**src/rtl/wb_fifo_bridge.sv**
```systemverilog
// Wishbone slave bridging register accesses to a TX byte FIFO (drained onto a valid/ready
// stream) and an RX byte FIFO (filled from a valid/ready stream, popped by RXD reads).
// Latency: one clock per Wishbone access (ack_o and dat_o rise at the sampling edge).
// Backpressure: full TX push drops data and sets tx_ovf; rx_ready_o drops while RX is full
// or EN=0. Optional loopback of TX head into RX FIFO when WB_FIFO_BRIDGE_LOOPBACK_EN is defined.
//
// Ports: clk_i/rst_i (async active-high), cyc_i/stb_i/we_i/adr_i/dat_i/dat_o/ack_o Wishbone
// slave, irq_o interrupt, tx_data_o/tx_valid_o/tx_ready_i TX stream, rx_data_i/rx_valid_i/
// rx_ready_o RX stream. DATA_WIDTH must be >= 8 (CTRL/STAT bit positions).
module wb_fifo_bridge #(
    parameter int ADDR_WIDTH = 2,
    parameter int DATA_WIDTH = 8,
    parameter int FIFO_DEPTH = 4
) (
    input  logic                  clk_i,
    input  logic                  rst_i,
    input  logic                  cyc_i,
    input  logic                  stb_i,
    input  logic                  we_i,
    input  logic [ADDR_WIDTH-1:0] adr_i,
    input  logic [DATA_WIDTH-1:0] dat_i,
    output logic [DATA_WIDTH-1:0] dat_o,
    output logic                  ack_o,
    output logic                  irq_o,
    output logic [DATA_WIDTH-1:0] tx_data_o,
    output logic                  tx_valid_o,
    input  logic                  tx_ready_i,
    input  logic [DATA_WIDTH-1:0] rx_data_i,
    input  logic                  rx_valid_i,
    output logic                  rx_ready_o
);
    localparam int PW = $clog2(FIFO_DEPTH);
    localparam int CW = PW + 1;
    localparam logic [CW-1:0] FULL_CNT = CW'(FIFO_DEPTH);

    logic [DATA_WIDTH-1:0] tx_mem_q [FIFO_DEPTH];
    logic [DATA_WIDTH-1:0] rx_mem_q [FIFO_DEPTH];
    logic [PW-1:0] tx_wr_ptr_q, tx_wr_ptr_d, tx_rd_ptr_q, tx_rd_ptr_d;
    logic [PW-1:0] rx_wr_ptr_q, rx_wr_ptr_d, rx_rd_ptr_q, rx_rd_ptr_d;
    logic [CW-1:0] tx_cnt_q, tx_cnt_d, rx_cnt_q, rx_cnt_d;
    logic ctrl_en_q, ctrl_en_d, ctrl_ie_q, ctrl_ie_d;
    logic tx_ovf_q, tx_ovf_d, rx_udf_q, rx_udf_d;
    logic ack_q, irq_q;
    logic [DATA_WIDTH-1:0] dat_q, dat_d, rdata;

    logic [1:0] adr;
    logic wb_req, wr_req, rd_req, flush;
    logic tx_full, tx_empty, rx_full, rx_empty;
    logic tx_push, tx_pop, rx_push, rx_pop;
    logic loop_mode, loop_beat;
    logic [DATA_WIDTH-1:0] tx_head, rx_push_dat;

    assign adr    = adr_i[1:0];
    assign wb_req = cyc_i & stb_i & ~ack_q;   // ack_q blocks back-to-back acks
    assign wr_req = wb_req & we_i;
    assign rd_req = wb_req & ~we_i;
    assign flush  = wr_req & (adr == 2'd0) & dat_i[0];

    assign tx_full  = (tx_cnt_q == FULL_CNT);
    assign tx_empty = (tx_cnt_q == '0);
    assign rx_full  = (rx_cnt_q == FULL_CNT);
    assign rx_empty = (rx_cnt_q == '0);
    assign tx_head  = tx_mem_q[tx_rd_ptr_q];

`ifdef WB_FIFO_BRIDGE_LOOPBACK_EN
    logic ctrl_loop_q, ctrl_loop_d;
    assign loop_mode = ctrl_loop_q;
    assign loop_beat = ctrl_loop_q & ctrl_en_q & ~tx_empty & ~rx_full;
    always_comb begin
        ctrl_loop_d = ctrl_loop_q;
        if (wr_req && adr == 2'd0) ctrl_loop_d = dat_i[1];
    end
    always_ff @(posedge clk_i or posedge rst_i) begin
        if (rst_i) ctrl_loop_q <= 1'b0;
        else       ctrl_loop_q <= ctrl_loop_d;
    end
`else
    assign loop_mode = 1'b0;
    assign loop_beat = 1'b0;
`endif

    assign tx_valid_o = ctrl_en_q & ~loop_mode & ~tx_empty;
    assign tx_data_o  = tx_valid_o ? tx_head : '0;
    assign rx_ready_o = ctrl_en_q & ~loop_mode & ~rx_full;

    // Full/empty judged on pre-edge counts: a same-edge pop never rescues a push.
    assign tx_push     = wr_req & (adr == 2'd2) & ~tx_full;
    assign tx_pop      = (tx_valid_o & tx_ready_i) | loop_beat;
    assign rx_push     = (rx_valid_i & rx_ready_o) | loop_beat;
    assign rx_push_dat = loop_beat ? tx_head : rx_data_i;
    assign rx_pop      = rd_req & (adr == 2'd3) & ~rx_empty;

    always_comb begin
        rdata = '0;
        unique case (adr)
            2'd0: begin
                rdata[7] = ctrl_en_q;
                rdata[6] = ctrl_ie_q;
                rdata[1] = loop_mode;
            end
            2'd1: begin
                rdata[0] = tx_full;
                rdata[1] = tx_empty;
                rdata[2] = rx_full;
                rdata[3] = rx_empty;
                rdata[4] = tx_ovf_q;
                rdata[5] = rx_udf_q;
            end
            2'd2:    rdata[CW-1:0] = tx_cnt_q;
            default: rdata = rx_empty ? '0 : rx_mem_q[rx_rd_ptr_q];
        endcase
    end

    always_comb begin
        tx_wr_ptr_d = tx_wr_ptr_q + PW'(tx_push);
        tx_rd_ptr_d = tx_rd_ptr_q + PW'(tx_pop);
        tx_cnt_d    = tx_cnt_q + CW'(tx_push) - CW'(tx_pop);
        rx_wr_ptr_d = rx_wr_ptr_q + PW'(rx_push);
        rx_rd_ptr_d = rx_rd_ptr_q + PW'(rx_pop);
        rx_cnt_d    = rx_cnt_q + CW'(rx_push) - CW'(rx_pop);
        if (flush) begin
            tx_wr_ptr_d = '0;
            tx_rd_ptr_d = '0;
            tx_cnt_d    = '0;
            rx_wr_ptr_d = '0;
            rx_rd_ptr_d = '0;
            rx_cnt_d    = '0;
        end

        ctrl_en_d = ctrl_en_q;
        ctrl_ie_d = ctrl_ie_q;
        if (wr_req && adr == 2'd0) begin
            ctrl_en_d = dat_i[7];
            ctrl_ie_d = dat_i[6];
        end

        tx_ovf_d = tx_ovf_q;
        rx_udf_d = rx_udf_q;
        if (wr_req && adr == 2'd1) begin
            if (dat_i[4]) tx_ovf_d = 1'b0;
            if (dat_i[5]) rx_udf_d = 1'b0;
        end
        if (wr_req && adr == 2'd2 && tx_full) tx_ovf_d = 1'b1;
        if (rd_req && adr == 2'd3 && rx_empty) rx_udf_d = 1'b1;

        dat_d = rd_req ? rdata : '0;
    end

    // Storage has no reset; validity is tracked by the counters alone.
    always_ff @(posedge clk_i) begin
        if (tx_push) tx_mem_q[tx_wr_ptr_q] <= dat_i;
        if (rx_push) rx_mem_q[rx_wr_ptr_q] <= rx_push_dat;
    end

    always_ff @(posedge clk_i or posedge rst_i) begin
        if (rst_i) begin
            tx_wr_ptr_q <= '0;
            tx_rd_ptr_q <= '0;
            tx_cnt_q    <= '0;
            rx_wr_ptr_q <= '0;
            rx_rd_ptr_q <= '0;
            rx_cnt_q    <= '0;
            ctrl_en_q   <= 1'b0;
            ctrl_ie_q   <= 1'b0;
            tx_ovf_q    <= 1'b0;
            rx_udf_q    <= 1'b0;
            ack_q       <= 1'b0;
            dat_q       <= '0;
            irq_q       <= 1'b0;
        end else begin
            tx_wr_ptr_q <= tx_wr_ptr_d;
            tx_rd_ptr_q <= tx_rd_ptr_d;
            tx_cnt_q    <= tx_cnt_d;
            rx_wr_ptr_q <= rx_wr_ptr_d;
            rx_rd_ptr_q <= rx_rd_ptr_d;
            rx_cnt_q    <= rx_cnt_d;
            ctrl_en_q   <= ctrl_en_d;
            ctrl_ie_q   <= ctrl_ie_d;
            tx_ovf_q    <= tx_ovf_d;
            rx_udf_q    <= rx_udf_d;
            ack_q       <= wb_req;
            dat_q       <= dat_d;
            // Sampled from the current (previous-edge) state, so irq_o trails it by one clock.
            irq_q       <= ctrl_ie_q & ctrl_en_q & (~rx_empty | tx_ovf_q | rx_udf_q);
        end
    end

    assign ack_o = ack_q;
    assign dat_o = dat_q;
    assign irq_o = irq_q;
endmodule

```
**config.mk**
```make
export PLATFORM = sky130hd
export DESIGN_NAME = wb_fifo_bridge
export DESIGN_NICKNAME = d
export VERILOG_FILES = /design/src/rtl/wb_fifo_bridge.sv
export SDC_FILE = /design/constraint.sdc
export NUM_CORES = 1
export LEC_CHECK = 0
export ABC_AREA = 1
export CAP_MARGIN = 20
export CORE_UTILIZATION = 40
export DETAILED_ROUTE_END_ITERATION = 6
export PLACE_DENSITY = 0.65
export SLEW_MARGIN = 20
export SYNTH_ARGS = -nofsm -noshare
export SYNTH_HDL_FRONTEND = slang
export SYNTH_SLANG_ARGS = --single-unit
```
**constraint.sdc**
```tcl
create_clock -name clk_i -period 2.1 [get_ports clk_i]
set_input_delay 0.42 -clock clk_i [delete_from_list [all_inputs] [get_ports clk_i]]
set_output_delay 0.42 -clock clk_i [all_outputs]
set_load 0.05 [all_outputs]
```
After elaboration in Yosys (flattened, before gate mapping)
Memories as Yosys holds them, arrays and structs flattened. Cells that the tools add are included.

$add $sub $neg: 8. Multipliers: 0. Divide/modulo/power cells: 0. $lt $le $gt $ge: 0. Equal/unequal tests: 5. Shift-type cells: 0. Multiplexer cells: 24. Bitwise operators: 24. Reductions and logical operators: 17.

Operators with widths (count): 2-to-1 mux 8 bit (3); AND 1 bit (16); 2-to-1 mux 1 bit (10); one-hot mux 1 bit (3 select lines) (3); adder 2 x 1 -> 2 bit (4); 2-to-1 mux 2 bit (4); nonzero test 2 bit (4); adder 3 x 1 -> 3 bit (2); equality test 3 bit, second input constant (2); logical AND 1 bit (6); logical NOT 3 bit (2); 2-to-1 mux 3 bit (2); inverter 1 bit (6); one-hot mux 3 bit (2 select lines) (1); subtractor 3 x 1 -> 3 bit (2); equality test 2 bit, second input constant (2); one-hot mux 2 bit (2 select lines) (1); AND reduction 2 bit (2); OR reduction 2 bit (2); equality test 2 x 1 -> 1 bit, second input constant (1); logical NOT 2 bit (1); OR 1 bit (2).

Register bits after elaboration: 28. Bits in latches: 0. RAM bits: 64. Bits in read-only memories: 0. Input port bits: 25. Output and inout bits: 20. Word-level logic and storage cells: 93. Memories kept: 2.

Memories: rx_mem_q (depth 4, bits a word 8, rd ports 1, clocked after memory_dff 0, wr ports 1, line 37) `logic [DATA_WIDTH-1:0] rx_mem_q [FIFO_DEPTH];`; tx_mem_q (depth 4, bits a word 8, rd ports 1, clocked after memory_dff 0, wr ports 1, line 36) `logic [DATA_WIDTH-1:0] tx_mem_q [FIFO_DEPTH];`.

Logic depth before layout (Yosys ltp)
Gate-level depths: netlist of the first run.

Word-level depth: 8. Mapped depth: 13. Depth with buffers taken out: 13.

Worst setup path before layout of the first run
No wires, ideal clock.

Kind: register to register. Start point: register ctrl_en_q. End point: register rx_cnt_q[1]. Library setup time: 113 ps. Arrival time: 2327 ps. Required time: 1987 ps. Setup slack: -340 ps. Cell stages (with the launch flop): 12. Path buffers: 1. Period minus slack after synthesis: 2440 ps. Cell sequence: dfrtp_1 > buf_2 > inv_1 > a31oi_1 > nand3_1 > nand2_1 > ha_1 > inv_1 > fa_1 > inv_1 > nand2_1 > inv_1.

Longest elaborated chain between the ends: 5.

RTL lines: from (decl) (line 41) `logic ctrl_en_q, ctrl_en_d, ctrl_ie_q, ctrl_ie_d;`; from (signal assigned) (line 177) `ctrl_en_q <= ctrl_en_d;`; AND 1 bit (line 84) `assign rx_ready_o = ctrl_en_q & ~loop_mode & ~rx_full;`; named net rx_ready_o (line 30) `output logic rx_ready_o`; AND 1 bit (line 89) `assign rx_push = (rx_valid_i & rx_ready_o) | loop_beat;`; adder 3 x 1 -> 3 bit (line 120) `rx_cnt_d = rx_cnt_q + CW'(rx_push) - CW'(rx_pop);`; subtractor 3 x 1 -> 3 bit (line 120); 2-to-1 mux 3 bit (line 121) `if (flush) begin`; named net rx_cnt_d[1] (line 40) `logic [CW-1:0] tx_cnt_q, tx_cnt_d, rx_cnt_q, rx_cnt_d;`; to (signal assigned) (line 176) `rx_cnt_q <= rx_cnt_d;`; to (decl) (line 40).

The timed path passes the listed nets, and every way through them passes these cells. A chain may end at the register's enable or synchronous reset.

Worst setup path in the final report of the first run
Start point: register tx_rd_ptr_q[0]. End point: output tx_data_o[0].

Longest elaborated chain between the ends: 2.

RTL lines: from (decl) (line 38) `logic [PW-1:0] tx_wr_ptr_q, tx_wr_ptr_d, tx_rd_ptr_q, tx_rd_ptr_d;`; from (signal assigned) (line 172) `tx_rd_ptr_q <= tx_rd_ptr_d;`; memory read (4 x 8 bit); 2-to-1 mux 8 bit (line 83) `assign tx_data_o = tx_valid_o ? tx_head : '0;`; to (decl) (line 25) `output logic [DATA_WIDTH-1:0] tx_data_o,`.

No other way between the ends.

==> results.json, run 1 <==
{
  "outcome": "finished, final reports clean",
  "holdWs_ns": 0.427,
  "skew_ns": 0.00755,
  "fp.coreArea_um2": 9730,
  "grt_pass1_wl_mm": 13.7,
  "pre_cts_ws_ns": -0.438,
  "use_met2_pct": 31.4,
  "intPower_mw": 4.27,
  "place_congestion": 0.851,
  "rsz0062_at_grt": "yes",
  "cts_buffers": 9,
  "fin_util_pct": 54.6,
  "first_pass_iters": 4,
  "hold_viol": 0,
  "areaGrowthSynthToFinish_pct": 32.7,
  "nets": 488,
  "worst_path_most_repeated_cell": "buf_12",
  "fmax_ghz": 0.481,
  "netlist_instances": 372,
  "dieArea_um2": 10400,
  "dp_hpwl_mm": 5.63,
  "ys_seq_area_share_pct": 65.4,
  "grt_pass1_vias": 2795,
  "finalMaxSlewViolations": 0,
  "diodes": 0,
  "cp_slowest_cell": "dfrtp_4",
  "cp.arrival_ns": 1.66,
  "synthDistinctLibCells": 28,
  "ant_nets": 0,
  "drive_gt1_share_pct": 23.5,
  "io_pins": 45,
  "p_leak_nw": 2.27,
  "start_util_pct": 41.2,
  "die_h_um": 102,
  "synthXorXnorAreaFrac_pct": 1.53,
  "sw_frac_of_total_pct": 39.3,
  "fin_ws_ns": 0.0214,
  "crit_chain": "buf_12, buf_8, nor2_4, nor2_1, o21ai_1, a21oi_2, buf_12",
  "setup_viol": 0,
  "clkPwrFrac_pct": 17.6,
  "portBuffers": 44,
  "synthMuxAreaShare_pct": 0,
  "drt-vias-per-instance": 4.73,
  "grt_overflow": 0,
  "cts_root_buffer": "clkbuf_8",
  "clk_latency_ns": 0.37,
  "clkSinkCount": 92,
  "yosys_warnings": 0,
  "top_usage_layer": "met2",
  "synthAdderAreaFrac_pct": 2.87,
  "max_cap_violations": 0,
  "syn_avg_cell_area_um2": 10.8,
  "max_stage_delay_ns": 0.51,
  "worst_pin_slew_ns": 0.608,
  "fp-row-count": 36,
  "pwr-share-comb_pct": 46.6,
  "vias": 2803,
  "worstSetupStartpointType": "register",
  "min_path_type": "primary input to asynchronous set/reset pin",
  "seqPwrFrac_pct": 35.7,
  "use_met1_pct": 21.8,
  "critPathKind": "register to output pin",
  "synth-simple-area-share_pct": 17.6,
  "use_met3_pct": 2.94,
  "vdd_drop_max_mv": 0.839,
  "antenna_found_initial": 0,
  "switchingPower_mw": 2.76,
  "clock_path_buffers": 2,
  "dp_cells": 568,
  "stdcell_count": 593,
  "wl_per_cell_um": 14.3,
  "worstPathRequired_ns": 1.68,
  "grt_max_degree": 29,
  "die_w_um": 102,
  "grt.total_usage_pct": 17.8,
  "power.total_mw": 7.03,
  "routed_wl_mm": 8.49,
  "drcViolationCount": 0,
  "synth_nets": 405,
  "period_share_pct": 99.0,
  "cts.htree.levels": 3,
  "synth_top_family_by_area": "simple AND/OR/NAND/NOR gates",
  "cts_tree": "yes",
  "clk_pin_slew_worst_paths_ns": 0.10,
  "power_density_nw_per_um2": 1320,
  "relSlewSlack_pct": 59.5,
  "ys_ff_latch": 92,
  "endpoint_kind": "output pin",
  "drt_iter0_markers": 75,
  "synth_area_um2": 4010,
  "path_max_fanout": 5,
  "synth_compound_area_share_pct": 5.84,
  "fin_crit_ns": 2.08
}
routing by layer:
metal  part of all wire (%)  wire [um]
met1                     42       3610
met2                     52       4430
met3                    4.0        340
met4                    1.4        115
met5                      0          0
worst max-delay path: cells and delay by family (launching register included):
family / cells / cell delay [ns]
compound gates: 2 / 0.22
buf+inv: 3 / 0.43
flops: 1 / 0.51
simple gates: 2 / 0.12
stage by stage:
stage	setup TNS, ns	cell area (um2)
after floorplan	-0.225	4020
after global placement	-1.28	4880
after detailed placement	-2.46	4880
after CTS	0	5130
after global routing	-0.348	5320
final	0	5320
final timing paths:
| path | start | end | slack, ns | depth (start not counted) |
|---|---|---|---|---|
| setup / recovery | tx_rd_ptr_q[0]$_DFF_PP0_ | tx_data_o[0] | 0.02 | 7 |
| hold / removal | rst_i | tx_wr_ptr_q[1]$_DFF_PP0_ | 0.43 | 3 |
| setup reg to reg | ack_o$_DFF_PP0_ | tx_cnt_q[1]$_DFF_PP0_ | 0.07 | 12 |
| hold reg to reg | ctrl_ie_q$_DFFE_PP0P_ | ctrl_ie_q$_DFFE_PP0P_ | 0.51 | 2 |
| max in group asynchronous | rst_i | ack_o$_DFF_PP0_ | 1.38 | 3 |
| min in group clk_i | adr_i[0] | tx_ovf_q$_DFFE_PP0P_ | 0.46 | 4 |
power by group through the flow:
stage	clock, mW	sequential (mW)	combinational, mW
after global routing	1.35	2.55	3.60
after global placement	0	2.57	2.77
after detailed placement	0	2.58	2.84
after floorplan	0	2.46	1.79
final	1.24	2.51	3.28
after CTS	1.27	2.52	2.97
timing repair:
action,CTS,global route
hold endpoints to repair,0,0
gates cloned,0,0
pin swaps,6,15
endpoints found under the setup margin,10,12
setup buffers,3,6
hold buffers,0,0
gates resized for setup,9,53
Yosys cell counts, drive strengths merged:
| cell | count | area (um2) |
|---|---|---|
| dfrtp | 28 | 701 |
| o21ai | 30 | 150 |
| clkbuf | 1 | 5.00 |
| fa | 2 | 40.0 |
| inv | 53 | 199 |
| nand3 | 35 | 215 |
| xor2 | 3 | 26.3 |
| buf | 9 | 63.8 |
| nor2 | 51 | 209 |
| o211ai | 1 | 7.51 |
| a21oi | 14 | 70.1 |
| edfxtp | 64 | 1920 |
| ha | 6 | 75.1 |
| nor3 | 6 | 30.0 |
| or2 | 2 | 12.5 |
| nand4 | 2 | 12.5 |
| nand2 | 60 | 228 |
| a31oi | 1 | 6.26 |
| xnor2 | 4 | 35.0 |
cell type report:
| cell class | count | area [um2] |
|---|---|---|
| tap | 133 | 166 |
| sequential | 92 | 2630 |
| clock inverter | 7 | 83.8 |
| timing repair buffer | 82 | 868 |
| clock buffer | 9 | 124 |
| fill | 885 | 4410 |
| multi-input combinational | 217 | 1240 |
| inverter | 53 | 206 |
cells in the final DEF (no fill, tap or decap), types with 3 or more instances in the layout:
master,n
nor2_1,38
buf_12,10
a21oi_2,8
buf_4,33
a21oi_1,6
nor2_4,7
clkinvlp_4,3
dfrtp_1,26
nand3_2,3
clkbuf_8,9
ha_1,4
o21ai_1,13
nor2_2,6
xor2_1,3
inv_1,44
inv_2,7
nand3_1,30
edfxtp_1,64
nor3_1,6
nand2_1,59
o21ai_0,17
clkdlybuf4s50_1,30
xnor2_1,4
kinds of logic (layout without fill, tap and decap cells):
group	Yosys count	after routing
simple gates	156	156
xor+xnor	7	7
buf+inv	63	151
flops	92	92
fa+ha+maj	8	8
compound gates	46	46
sequential cells by signal, summed over array words and instances, names as in the netlist:
register,flops
tx_wr_ptr_q,2
tx_cnt_q,3
ctrl_en_q,1
dat_o,8
rx_mem_q,32
irq_o,1
ctrl_ie_q,1
tx_mem_q,32
rx_wr_ptr_q,2
tx_rd_ptr_q,2
rx_cnt_q,3
rx_udf_q,1
ack_o,1
rx_rd_ptr_q,2
tx_ovf_q,1
Power figures use the tool's default switching activity.
==> run 2, diff against run 1 <==
Settings changed: CORE_MARGIN from default to 4.
==> run 2 against run 1 <==
  * Utilization down 0.28 points
  * Global-route usage down 3.1 points
  * Maximum frequency up 2.4%
  * Combinational power about the same
  * Cell count up 0.67%
  * Sequential cell count unchanged
  * Worst hold slack better by 0.0024 ns
  * First-iteration DRC count up 97%
  * Non-clock buffer count up 4
  * Setup slack better by 0.049 ns
  * Critical path depth down 1
  * Sequential power about the same
  * Critical endpoint unchanged
  * Largest cell class unchanged
==> results.json, run 2 (same netlist as run 1, synthesis figures left out) <==
{
  "first_pass_iters": 4,
  "cp_slowest_cell": "dfrtp_4",
  "worstPathRequired_ns": 1.68,
  "skew_ns": 0.00567,
  "mostFrequentLayoutCells": "64 x edfxtp_1, 56 x nand2_1, 44 x nor2_1, 43 x inv_1, 38 x buf_4",
  "place_congestion": 0.785,
  "worst_pin_slew_ns": 0.587,
  "vdd_drop_max_mv": 0.734,
  "drt_iter0_markers": 148,
  "layout_commonest_cell": "edfxtp_1",
  "drt-vias-per-instance": 4.68,
  "relSlewSlack_pct": 60.9,
  "grt_pass1_wl_mm": 13.2,
  "fin_util_pct": 54.4,
  "dieArea_um2": 11700,
  "path_max_fanout": 7,
  "cts_buffers": 9,
  "clk_latency_ns": 0.36,
  "io_pins": 45,
  "fin_crit_ns": 2.03,
  "hold_viol": 0,
  "fin_area_um2": 5310,
  "crit_chain": "buf_6, nor2_2, nor2_1, o21ai_1, a21oi_1, bufbuf_16",
  "ant_nets": 0,
  "outcome": "finished, final reports clean",
  "max_stage_delay_ns": 0.52,
  "start_util_pct": 41.0,
  "cts_root_buffer": "clkbuf_8",
  "die_w_um": 108,
  "path_buf_inv": 2,
  "fp.coreArea_um2": 9770,
  "endpoint_kind": "output pin",
  "clkSinkCount": 92,
  "portBuffers": 44,
  "setup_viol": 0,
  "p_leak_nw": 2.32,
  "rsz0062_at_grt": "yes",
  "crit_family": "flip-flops",
  "grt_overflow": 0,
  "dp_hpwl_mm": 5.85,
  "grt_max_degree": 29,
  "nets": 492,
  "worstSetupStartpointType": "register",
  "routed_wl_mm": 8.38,
  "die_h_um": 108,
  "grt_pass1_vias": 2714,
  "grt.total_usage_pct": 14.7,
  "period_share_pct": 96.7,
  "tns_ns": 0,
  "antenna_found_initial": 0,
  "cts_hold_buffers": 0,
  "min_path_type": "primary input to asynchronous set/reset pin",
  "cp.arrival_ns": 1.61,
  "diodes": 0,
  "cts_tree": "yes",
  "fmax_ghz": 0.493,
  "drive_gt1_share_pct": 24.1,
  "areaGrowthSynthToFinish_pct": 32.6,
  "fp-row-count": 36,
  "holdWs_ns": 0.429,
  "clock_path_buffers": 2,
  "max_cap_violations": 0,
  "vias": 2795,
  "clk_pin_slew_worst_paths_ns": 0.09,
  "drcViolationCount": 0,
  "placed_cell_area_um2": 4900,
  "finalMaxSlewViolations": 0,
  "fill_cells": 867,
  "critPathKind": "register to output pin",
  "cts.htree.levels": 3,
  "wl_per_cell_um": 14.0,
  "power_density_nw_per_um2": 1300
}
## run 2: cell count changes in the layout (fill, tap and decap cells not counted), moves of 5 or more
cell	change
buf_4	+5
nor2_1	+6
o21ai_0	+6
o21ai_1	-6
## run 2: area by class of cell
type / count / area, um2 / area share (%)
Sequential cell: 92 / 2630 / 49.4
Clock inverter: 7 / 60.1 / 1.13
Timing Repair Buffer: 86 / 901 / 17.0
Tap cell: 133 / 166 / 3.13
Inverter: 53 / 201 / 3.79
Multi-Input combinational cell: 217 / 1230 / 23.2
Clock buffer: 9 / 124 / 2.33
## run 2: power by group
group / switching [mW] / total [mW] / internal, mW / leakage (nW)
clock network: 0.660 / 1.11 / 0.450 / 0.0897
registers: 0.268 / 2.52 / 2.26 / 0.933
logic: 1.80 / 3.27 / 1.47 / 1.29
total: 2.72 / 6.90 / 4.18 / 2.32
## run 2: repair_timing
item | CTS | global route
buffers inserted | 1 | 9
endpoints found under the setup margin | 10 | 12
pin swaps | 0 | 13
gates resized for setup | 5 | 47
## run 2: metrics by stage
| step | setup slack, ns | std cells | total power [mW] |
|---|---|---|---|
| after detailed placement | -0.387 | 571 | 5.42 |
| after floorplan | -0.116 | 372 | 4.26 |
| after global placement | -0.324 | 571 | 5.35 |
| after global routing | -0.0292 | 597 | 7.36 |
| final | 0.0701 | 597 | 6.90 |
| after CTS | 0.00903 | 588 | 6.58 |
## run 2: final timing paths
check / from / endpoint / slack (ns) / cells after the start
setup / recovery: tx_rd_ptr_q[0]$_DFF_PP0_ / tx_data_o[0] / 0.07 / 6
hold / removal: rst_i / rx_wr_ptr_q[1]$_DFF_PP0_ / 0.43 / 3
setup reg to reg: ack_o$_DFF_PP0_ / rx_cnt_q[1]$_DFF_PP0_ / 0.10 / 14
hold reg to reg: rx_udf_q$_DFFE_PP0P_ / rx_udf_q$_DFFE_PP0P_ / 0.51 / 2
max in group asynchronous: rst_i / tx_rd_ptr_q[0]$_DFF_PP0_ / 1.37 / 3
min in group clk_i: stb_i / ack_o$_DFF_PP0_ / 0.46 / 4
## run 2: routing by layer
layer / up-vias / wire length, um / global-route usage, %
met5: - / 0 / 0
met4: 0 / 74 / 3.52
met3: 8 / 349 / 3.76
met2: 52 / 4400 / 26.6
met1: 1332 / 3550 / 17.4
li1: 1403 / - / -
## run 2: worst register-to-register path, delay by kind of cell (launching register included)
family,cells,cell delay (ns)
adders and majority gates,2,0.63
and+or+nand+nor,6,0.46
DFF,1,0.42
buffers and inverters,6,0.40
